`src/rtl/sdram_arb_pkg.sv`:
```
// sdram_arb_pkg: shared types and defaults for the SDRAM port arbiter
package sdram_arb_pkg;

    typedef enum logic [1:0] {IDLE, BUSY, DONE} state_t;
    typedef enum logic [1:0] {G_P0, G_P1, G_P2, G_REF} grant_t;

    localparam int DEBT_W             = 3;
    localparam int DEF_ADDR_W         = 24;
    localparam int DEF_REFRESH_CYCLES = 390;
    localparam int DEF_URGENT_DEBT    = 4;

endpackage

```
`src/rtl/sdram_refresh_timer.sv`:
```
// sdram_refresh_timer: periodic refresh credit generator with saturating debt
module sdram_refresh_timer
    import sdram_arb_pkg::*;
#(
    parameter int REFRESH_CYCLES = DEF_REFRESH_CYCLES,
    parameter int URGENT_DEBT    = DEF_URGENT_DEBT
) (
    input  logic              CLOCK,
    input  logic              RESET_N,
    input  logic              refresh_done,
    output logic [DEBT_W-1:0] debt,
    output logic              urgent
);

    localparam int TW = $clog2(REFRESH_CYCLES);

    logic [TW-1:0] timer;
    logic          wrap;

    assign wrap   = timer == TW'(REFRESH_CYCLES - 1);
    assign urgent = int'(debt) >= URGENT_DEBT;

    // a credit and a completion in the same cycle cancel out
    always_ff @(posedge CLOCK or negedge RESET_N) begin
        if (!RESET_N) begin
            timer <= '0;
            debt  <= '0;
        end else begin
            timer <= wrap ? '0 : timer + 1'b1;
            if (wrap && !refresh_done && debt != '1)
                debt <= debt + 1'b1;
            else if (refresh_done && !wrap && debt != '0)
                debt <= debt - 1'b1;
        end
    end

endmodule

```
`src/rtl/sdram_port_arbiter.sv`:
```
// sdram_port_arbiter: shares one SDRAM command port between three requesters and refresh
module sdram_port_arbiter
    import sdram_arb_pkg::*;
#(
    parameter int ADDR_W         = DEF_ADDR_W,
    parameter int REFRESH_CYCLES = DEF_REFRESH_CYCLES,
    parameter int URGENT_DEBT    = DEF_URGENT_DEBT
) (
    input  logic              CLOCK,
    input  logic              RESET_N,
    input  logic              p0_req,
    input  logic              p0_we,
    input  logic [ADDR_W-1:0] p0_addr,
    input  logic [15:0]       p0_wdata,
    input  logic [1:0]        p0_be,
    output logic              p0_ack,
    output logic [15:0]       p0_rdata,
    input  logic              p1_req,
    input  logic              p1_we,
    input  logic [ADDR_W-1:0] p1_addr,
    input  logic [15:0]       p1_wdata,
    input  logic [1:0]        p1_be,
    output logic              p1_ack,
    output logic [15:0]       p1_rdata,
    input  logic              p2_req,
    input  logic              p2_we,
    input  logic [ADDR_W-1:0] p2_addr,
    input  logic [15:0]       p2_wdata,
    input  logic [1:0]        p2_be,
    output logic              p2_ack,
    output logic [15:0]       p2_rdata,
    output logic              mem_req,
    output logic              mem_refresh,
    output logic              mem_we,
    output logic [ADDR_W-1:0] mem_addr,
    output logic [15:0]       mem_wdata,
    output logic [1:0]        mem_dqm,
    input  logic              mem_ack,
    input  logic [15:0]       mem_rdata
);

    state_t            state_q, state_d;
    grant_t            grant_q, grant_d;
    logic [DEBT_W-1:0] debt;
    logic              urgent;
    logic              rr_p2;
    logic              pending, launch, done_now, refresh_done;
    logic              sel_we;
    logic [ADDR_W-1:0] sel_addr;
    logic [15:0]       sel_wdata;
    logic [1:0]        sel_be;

    sdram_refresh_timer #(
        .REFRESH_CYCLES(REFRESH_CYCLES),
        .URGENT_DEBT   (URGENT_DEBT)
    ) u_timer (
        .CLOCK       (CLOCK),
        .RESET_N     (RESET_N),
        .refresh_done(refresh_done),
        .debt        (debt),
        .urgent      (urgent)
    );

    assign done_now     = state_q == BUSY && mem_ack;
    assign refresh_done = done_now && grant_q == G_REF;

    // rr_p2 set means p2 wins the next p1/p2 tie
    always_comb begin
        pending = urgent || p0_req || p1_req || p2_req || debt != '0;
        grant_d = urgent ? G_REF :
                  p0_req ? G_P0 :
                  (p1_req && (!p2_req || !rr_p2)) ? G_P1 :
                  p2_req ? G_P2 : G_REF;
        launch  = state_q == IDLE && pending;
        state_d = state_q;
        case (state_q)
            IDLE:    state_d = pending ? BUSY : IDLE;
            BUSY:    state_d = mem_ack ? DONE : BUSY;
            default: state_d = IDLE;
        endcase
    end

    // refresh keeps the previous address/data; they are don't-care downstream
    always_comb begin
        sel_we    = grant_d == G_P0 ? p0_we : grant_d == G_P1 ? p1_we :
                    grant_d == G_P2 ? p2_we : 1'b0;
        sel_addr  = grant_d == G_P0 ? p0_addr : grant_d == G_P1 ? p1_addr :
                    grant_d == G_P2 ? p2_addr : mem_addr;
        sel_wdata = grant_d == G_P0 ? p0_wdata : grant_d == G_P1 ? p1_wdata :
                    grant_d == G_P2 ? p2_wdata : mem_wdata;
        sel_be    = grant_d == G_P0 ? p0_be : grant_d == G_P1 ? p1_be :
                    grant_d == G_P2 ? p2_be : 2'b00;
    end

    always_ff @(posedge CLOCK or negedge RESET_N) begin
        if (!RESET_N) begin
            state_q <= IDLE;
            grant_q <= G_P0;
        end else begin
            state_q <= state_d;
            if (launch)
                grant_q <= grant_d;
        end
    end

    always_ff @(posedge CLOCK or negedge RESET_N) begin
        if (!RESET_N) begin
            mem_req     <= 1'b0;
            mem_refresh <= 1'b0;
            mem_we      <= 1'b0;
            mem_addr    <= '0;
            mem_wdata   <= '0;
            mem_dqm     <= 2'b11;
            rr_p2       <= 1'b0;
        end else if (launch) begin
            mem_req     <= 1'b1;
            mem_refresh <= grant_d == G_REF;
            mem_we      <= sel_we;
            mem_addr    <= sel_addr;
            mem_wdata   <= sel_wdata;
            mem_dqm     <= grant_d == G_REF ? 2'b11 : sel_we ? ~sel_be : 2'b00;
            if (grant_d == G_P1)
                rr_p2 <= 1'b1;
            else if (grant_d == G_P2)
                rr_p2 <= 1'b0;
        end else if (done_now) begin
            mem_req <= 1'b0;
        end
    end

    // acks are high only in DONE; rdata updates only on completed reads
    always_ff @(posedge CLOCK or negedge RESET_N) begin
        if (!RESET_N) begin
            p0_ack   <= 1'b0;
            p1_ack   <= 1'b0;
            p2_ack   <= 1'b0;
            p0_rdata <= '0;
            p1_rdata <= '0;
            p2_rdata <= '0;
        end else begin
            p0_ack <= done_now && grant_q == G_P0;
            p1_ack <= done_now && grant_q == G_P1;
            p2_ack <= done_now && grant_q == G_P2;
            if (done_now && !mem_we && grant_q == G_P0)
                p0_rdata <= mem_rdata;
            if (done_now && !mem_we && grant_q == G_P1)
                p1_rdata <= mem_rdata;
            if (done_now && !mem_we && grant_q == G_P2)
                p2_rdata <= mem_rdata;
        end
    end

endmodule
```
`config.mk`:
```
export PLATFORM = sky130hd
export DESIGN_NAME = sdram_port_arbiter
export DESIGN_NICKNAME = d
export VERILOG_FILES = /design/src/rtl/sdram_arb_pkg.sv /design/src/rtl/sdram_refresh_timer.sv /design/src/rtl/sdram_port_arbiter.sv
export SDC_FILE = /design/constraint.sdc
export NUM_CORES = 1
export LEC_CHECK = 0
export CORE_AREA = 4 4 96 143
export CTS_CLUSTER_DIAMETER = 120
export DETAILED_ROUTE_END_ITERATION = 6
export DIE_AREA = 0 0 100 147
export GPL_TIMING_DRIVEN = 0
export PLACE_DENSITY = 0.94
export SLEW_MARGIN = 10
export SYNTH_ARGS = -nofsm -noshare
export SYNTH_HDL_FRONTEND = slang
export SYNTH_SLANG_ARGS = --single-unit
```
`constraint.sdc`:
```
create_clock -name CLOCK -period 3.95 [get_ports CLOCK]
set_input_delay 0.79 -clock CLOCK [delete_from_list [all_inputs] [get_ports CLOCK]]
set_output_delay 0.79 -clock CLOCK [all_outputs]
set_load 0.01 [all_outputs]
```
==> results.cfg, run 1 <==
[outcome]
status = finished clean

[synth]
synth.net_count = 663
synth_seq_area_share_pct = 51.6
synthDominantCellAreaShare_pct = 50.7
ys_top_cells_by_count = sky130_fd_sc_hd__dfrtp_1 (111), sky130_fd_sc_hd__nor2_1 (57), sky130_fd_sc_hd__nand2_1 (51)
synth.cell_area_mm2 = 0.00548
most_frequently_used_cell_type_in_the_post_synthesis_netlist = sky130_fd_sc_hd__dfrtp_1
synthArstFlopShare_pct = 100
synth_edf_count = 0
synthTopCellsByArea = sky130_fd_sc_hd__dfrtp_1 (51%), sky130_fd_sc_hd__mux2i_1 (7.3%), sky130_fd_sc_hd__mux2_2 (5.3%)
post_synth_inst_count = 505
synth.lib_cells_used.distinct = 59
yosys_register_bits = 113
yosysWarnings = 0
synth_area_per_cell_um2 = 10.9
post-synth-top-area-cell = sky130_fd_sc_hd__dfrtp_1
ys.flop_type = sky130_fd_sc_hd__dfrtp_1

[die]
fp.dieArea_mm2 = 0.0147
chipWidth_um = 100
ios = 247
initial_core_utilization_pct = 44.0
core-area_mm2 = 0.0124
die_y_um = 147
std_cell_rows = 50

[hold_path]
timing.hold.worst.class = in -> async

[sta]
setup-tns-final_ps = 0
maxClockFrequency_ghz = 0.337
tightestPinTransition_ps = 571
maxSlewHeadroom_pct = 61.7
fin_crit_sh_pct = 75.2
clock_skew_ps = 10.4
hold_ws_ps = 243
timing.final.hold_violations = 0
count_of_endpoints_failing_setup_in_the_final_report = 0
final_max_slew_viol_count = 0
rsz_0062_raised_after_global_routing = false
fin_ws_ps = 979
timing.final.crit_period_ps = 2970

[clock_tree]
worst_skew_pair_later_pin_latency_ps = 400
cts-resized-gates = 0
tritoncts = yes
clock_path_buffers = 2
cts.htree.levels = 4
cts_num_sinks = 113
cts-root-buf = sky130_fd_sc_hd__clkbuf_16
postCtsHoldBufs = 0
cts_post_setup_buffers_inserted = 0
cts_made_buffers = 17
clkSlewWorstSetupHoldPaths_ps = 60

[place]
port_buffers = 246
hpwlAfterDp_um = 12800
placed_cell_area_mm2 = 0.00817
numPlacedInstances = 908
place_worst_setup_slack_ps = 603
last_weighted_congestion_value_of_the_routability_driven_placer = 0.856

[worst_setup_path]
worstPathMaxFanout = 6
timing_worst_setup_path_type = in -> reg
timing.critical_path.cells = clkdlybuf4s50_1 > nand4b_1 > o211ai_1 > a31o_2 > fa_1 > or2_2 > o22ai_1 > a211oi_2
worstRegToRegCells = 9
crit_path_start_kind = primary input
worstPathArrival_ps = 3250
rr_startpoint = u_timer.timer[1]$_DFF_PN0_
critical_path_required_ps = 4230
rrSetupSlack_ps = 1120
critPathBufInv = 1
regToRegEndpoint = u_timer.debt[1]$_DFFE_PN0P_
worst_path_largest_cell_delay_ps = 570
critical-path-top-delay-family = compound AO/OA/AOI/OAI gates
critPathCaptureType = register
timing.critical_path.slowest_stage_cell = sky130_fd_sc_hd__clkdlybuf4s50_1

[routing]
drc = 0
drt_wl_total_um = 16400
detail_route.vias_per_cell = 5.14
wl_per_cell_um = 17.4
num_vias = 4828
drt-pass1-iter-count = 4
drt_iter0_drc = 89
ant_nets = 0

[layout]
insertedDiodeCount = 0
finish.utilization_pct = 70.6
final_cells = 940
fin_area_mm2 = 0.00879
layout-drive-gt1-share_pct = 13.5
flow.area_growth_from_synthesis_pct = 60.4
fin_nets = 929

[power_and_ir_drop]
power.density_cell_area_mw_per_mm2 = 677
power.switching_fraction_pct = 31.7
seq_power_share_pct = 32.9
total_switching_power_mw = 1.88
irDropWorstVdd_uv = 310
share_comb_of_total_power_pct = 40.1
power.share.clock_pct = 27.0
report.power.total_mw = 5.95
leakagePower_nw = 3.81
power.internal_mw = 4.07

[global_route]
grtUsageMet1_pct = 22.5
grt.total_usage_pct = 22.7
grt_antenna_before_repair = 0
grt.overflow.total = 0
grt_pass1_vias = 5278
grt_use_met2_pct = 41.1
globalRouteMet3Util_pct = 8.17
grt_max_degree = 91
global_route_wire_length_before_repair_um = 25900
busiest_layer = met2

[run]
max_cap_violations = 0
## power by group through the flow
stage               Clock (mW)  Combinational, mW  Sequential (mW)
floorplan                    0              0.758             2.17
global placement             0               2.34             1.93
detailed placement           0               2.41             1.97
CTS                       1.64               2.43             1.96
global route              1.70               2.56             2.02
finish                    1.61               2.39             1.96
## worst register-to-register path, stage by stage (launching register included)
cell and delay [ps]:
sky130_fd_sc_hd__dfrtp_1 390, sky130_fd_sc_hd__inv_1 60, sky130_fd_sc_hd__ha_1 170, sky130_fd_sc_hd__nor4b_2 370
sky130_fd_sc_hd__o211ai_1 310, sky130_fd_sc_hd__a31o_2 300, sky130_fd_sc_hd__fa_1 560, sky130_fd_sc_hd__nor2_1 60
sky130_fd_sc_hd__a311o_1 330, sky130_fd_sc_hd__a211oi_2 200
## cell type report
class	instances	area [um2]
Fill cell	876	3660
Sequential cell	113	2830
Timing Repair Buffer	247	2490
Multi-Input combinational cell	355	2470
Clock buffer	17	425
Clock inverter	15	196
Tap cell	156	195
Buffer	30	153
Inverter	7	26.3
## metal layers
layer / vias to the layer above / share of wire [%]
met5: - / 0
met1: 2259 / 35
li1: 2318 / -
met3: 42 / 7.9
met2: 209 / 53
met4: 0 / 4.0
## cell families after synthesis
| family | share of synthesized area [%] |
|---|---|
| compound gates | 12.1 |
| xor+xnor | 1.12 |
| fa+ha+maj | 1.74 |
| buf+inv | 3.26 |
| flops | 51.6 |
| mux | 18.1 |
| simple gates | 12.1 |
## cell usage in the layout (no fill, tap or decap), types with 3 or more instances in the layout
cell type                         instances
sky130_fd_sc_hd__clkdlybuf4s50_1        245
sky130_fd_sc_hd__dfrtp_1                111
sky130_fd_sc_hd__nor2_1                  57
sky130_fd_sc_hd__nand2_1                 51
sky130_fd_sc_hd__a21oi_1                 44
sky130_fd_sc_hd__mux2i_1                 40
sky130_fd_sc_hd__o21ai_1                 35
sky130_fd_sc_hd__mux2_2                  26
sky130_fd_sc_hd__buf_2                   17
sky130_fd_sc_hd__clkbuf_16               17
sky130_fd_sc_hd__mux2_1                  13
sky130_fd_sc_hd__clkbuf_1                10
sky130_fd_sc_hd__mux2_4                  10
sky130_fd_sc_hd__o21ai_0                  8
sky130_fd_sc_hd__nand3_1                  6
sky130_fd_sc_hd__inv_1                    6
sky130_fd_sc_hd__ha_1                     6
sky130_fd_sc_hd__inv_6                    5
sky130_fd_sc_hd__xnor2_1                  4
sky130_fd_sc_hd__a211oi_1                 4
sky130_fd_sc_hd__xor2_1                   3
sky130_fd_sc_hd__nand2b_1                 3
sky130_fd_sc_hd__buf_6                    3
sky130_fd_sc_hd__bufinv_16                3
sky130_fd_sc_hd__inv_8                    3
## worst max path at each step
stage             from                           to  depth (start not counted)
2_1_floorplan  mem_ack  u_timer.debt[1]$_DFFE_PN0P_                          7
3_3_place_gp   RESET_N      mem_addr[8]$_DFFE_PN0P_                          1
3_5_place_dp   mem_ack  u_timer.debt[1]$_DFFE_PN0P_                          8
4_1_cts        mem_ack  u_timer.debt[1]$_DFFE_PN0P_                          8
5_1_grt        mem_ack  u_timer.debt[1]$_DFFE_PN0P_                          8
6_report       mem_ack  u_timer.debt[1]$_DFFE_PN0P_                          8
## state kept, by name, indices dropped and copies added (netlist names)
| register | count |
|---|---|
| p0_rdata | 16 |
| mem_refresh | 1 |
| p2_rdata | 16 |
| mem_addr | 24 |
| mem_we | 1 |
| grant_q | 2 |
| p1_ack | 1 |
| u_timer.timer | 9 |
| u_timer.debt | 3 |
| rr_p2 | 1 |
| mem_dqm | 2 |
| mem_wdata | 16 |
| p1_rdata | 16 |
| p2_ack | 1 |
| p0_ack | 1 |
| mem_req | 1 |
| state_q | 2 |
No activity file was read; power rests on OpenSTA's default activity.
==> run 2, diff against run 1 <==
--- a/config.mk
+++ b/config.mk
@@ -5,12 +5,12 @@
 export SDC_FILE = /design/constraint.sdc
 export NUM_CORES = 1
 export LEC_CHECK = 0
-export CORE_AREA = 4 4 96 143
+export CORE_AREA = 4 4 104 155
 export CTS_CLUSTER_DIAMETER = 120
 export DETAILED_ROUTE_END_ITERATION = 6
-export DIE_AREA = 0 0 100 147
+export DIE_AREA = 0 0 108 159
 export GPL_TIMING_DRIVEN = 0
-export PLACE_DENSITY = 0.94
+export PLACE_DENSITY = 0.85
 export SLEW_MARGIN = 10
 export SYNTH_ARGS = -nofsm -noshare
 export SYNTH_HDL_FRONTEND = slang
==> constraint.sdc (replaced) <==
create_clock -name CLOCK -period 2.5 [get_ports CLOCK]
set_input_delay 0.5 -clock CLOCK [delete_from_list [all_inputs] [get_ports CLOCK]]
set_output_delay 0.5 -clock CLOCK [all_outputs]
set_load 0.01 [all_outputs]
==> run 2 against run 1 <==
Net effect:
- cell count up 5.0%
- routed wire length up 3.3%
- critical path type unchanged
- via count is 0.31% lower
- sequential power is 58% higher
- largest cell class unchanged
- die area is 17% higher
- sequential share of layout area shrank 0.58 points
- utilization decreased by 9.6 points
- hold slack improved by 240 ps
- setup slack got worse by 960 ps
- sequential cell count stayed put
==> results.cfg, run 2 (synthesis gave the netlist of run 1 again) <==
[power_and_ir_drop]
power.switching_fraction_pct = 31.4
total_switching_power_mw = 2.96
irDropWorstVdd_uv = 531
report.power.total_mw = 9.41
power.density_cell_area_mw_per_mm2 = 1050
seq_power_share_pct = 32.9
power.internal_mw = 6.45
power.share.clock_pct = 26.8
leakagePower_nw = 3.87
share_comb_of_total_power_pct = 40.4

[global_route]
grt_use_met2_pct = 37.4
grt.total_usage_pct = 20.3
busiest_layer = met2
grtUsageMet1_pct = 21.2
grt_max_degree = 79
globalRouteMet3Util_pct = 6.17
global_route_wire_length_before_repair_um = 27200
grt.overflow.total = 0
grt_pass1_vias = 5206
grt_antenna_before_repair = 0

[worst_setup_path]
worstPathMaxFanout = 4
critical_path_required_ps = 2780
timing_worst_setup_path_type = in -> reg
worstRegToRegCells = 9
critPathCaptureType = register
regToRegEndpoint = u_timer.debt[2]$_DFFE_PN0P_
rrSetupSlack_ps = 80
rr_startpoint = u_timer.timer[1]$_DFF_PN0_
worstPathArrival_ps = 2760
crit_path_start_kind = primary input

[sta]
maxClockFrequency_ghz = 0.404
tightestPinTransition_ps = 615
clock_skew_ps = 11.3
final_max_slew_viol_count = 0
rsz_0062_raised_after_global_routing = true
count_of_endpoints_failing_setup_in_the_final_report = 0
maxSlewHeadroom_pct = 59.0
fin_crit_sh_pct = 99.1
timing.final.crit_period_ps = 2480
timing.final.hold_violations = 0

[clock_tree]
tritoncts = yes
cts_num_sinks = 113
cts.htree.levels = 4
cts_made_buffers = 17
clkSlewWorstSetupHoldPaths_ps = 60
worst_skew_pair_later_pin_latency_ps = 410
clock_path_buffers = 2
cts-root-buf = sky130_fd_sc_hd__clkbuf_16

[run]
max_cap_violations = 0

[die]
die_y_um = 159
std_cell_rows = 54
core-area_mm2 = 0.0147
initial_core_utilization_pct = 37.4
chipWidth_um = 108
fp.dieArea_mm2 = 0.0172
ios = 247

[routing]
wl_per_cell_um = 17.2
ant_nets = 0
drt_wl_total_um = 16900
detail_route.vias_per_cell = 4.88
num_vias = 4813
drc = 0
drt_iter0_drc = 183
drt-pass1-iter-count = 4

[hold_path]
timing.hold.worst.class = reg -> reg
worst_hold_startpoint = mem_wdata[1]$_DFFE_PN0P_
timing.hold.worst_path_depth = 2
min_to = mem_wdata[1]$_DFFE_PN0P_

[layout]
layout-drive-gt1-share_pct = 15.5
insertedDiodeCount = 0
most_common_library_cell_in_the_layout_ignoring_fill_and_taps = sky130_fd_sc_hd__clkdlybuf4s50_1
largest_reg_flops = 24
fin_nets = 936
layout.cells.most_common_list = sky130_fd_sc_hd__clkdlybuf4s50_1 (245), sky130_fd_sc_hd__dfrtp_1 (111), sky130_fd_sc_hd__nor2_1 (56)
flow.area_growth_from_synthesis_pct = 63.3
registers.top_by_ff_count = mem_addr
fin_area_mm2 = 0.00895

[place]
port_buffers = 246
hpwlAfterDp_um = 13300
last_weighted_congestion_value_of_the_routability_driven_placer = 0.833
placed_cell_area_mm2 = 0.00823

[outcome]
status = finished clean
[run 2: layout make-up]
type / count / area (um2)
Fill cell: 1227 / 5710
Sequential cell: 113 / 2830
Timing Repair Buffer: 254 / 2550
Multi-Input combinational cell: 355 / 2510
Clock buffer: 19 / 443
Tap cell: 196 / 245
Buffer: 30 / 181
Clock inverter: 13 / 171
Inverter: 7 / 26.3
[run 2: power by group through the flow]
stage	Clock, mW	Sequential [mW]	Combinational [mW]
after floorplan	0	3.43	1.20
after global placement	0	3.07	3.73
after detailed placement	0	3.12	3.82
after CTS	2.57	3.10	3.85
after global routing	2.68	3.19	4.10
final	2.52	3.10	3.80
[run 2: critical path, cell delays in order]
cell	delay, ps
sky130_fd_sc_hd__clkdlybuf4s50_1	600
sky130_fd_sc_hd__nand4b_1	220
sky130_fd_sc_hd__o211ai_1	280
sky130_fd_sc_hd__a31o_2	160
sky130_fd_sc_hd__fa_2	460
sky130_fd_sc_hd__or2_2	290
sky130_fd_sc_hd__o22ai_1	170
sky130_fd_sc_hd__a211oi_2	70
[run 2: worst max path at each step]
stage                                             end  slack [ps]                       start  cells past startpoint
after floorplan           u_timer.debt[2]$_DFFE_PN0P_          50  u_timer.timer[1]$_DFF_PN0_                      9
after global placement       mem_addr[10]$_DFFE_PN0P_       -3400                     RESET_N                      1
after detailed placement  u_timer.debt[1]$_DFFE_PN0P_        -590                     mem_ack                      8
after CTS                 u_timer.debt[1]$_DFFE_PN0P_           2  u_timer.timer[1]$_DFF_PN0_                      9
after global routing      u_timer.debt[1]$_DFFE_PN0P_         -30                     mem_ack                      8
final                     u_timer.debt[1]$_DFFE_PN0P_          20                     mem_ack                      8
[run 2: per-stage QoR]
stage	setup slack [ps]	setup TNS [ps]	util (%)	hold WS, ps	std cells
floorplan	46.7	0	-	204	505
global placement	-3400	-397630	55.9	461	947
detailed placement	-590	-20120	56.1	422	948
CTS	1.97	0	60.6	482	983
global route	-26.1	-37.5	61.0	501	987
finish	23.0	0	61.0	479	987
[run 2: timing repair]
action / 4_1_cts / 5_1_grt
hold buffers: 1 / 0
pin swaps: 1 / 4
setup buffers: 2 / 4
endpoints found under the hold margin: 20 / 0
setup endpoints to repair: 23 / 42
gates resized for setup: 6 / 20
[run 2: layer usage]
| metal | part of all wire, % | vias to the layer above |
|---|---|---|
| li1 | - | 2326 |
| met1 | 36 | 2257 |
| met2 | 54 | 203 |
| met3 | 7.3 | 27 |
| met4 | 2.6 | 0 |
| met5 | 0 | - |
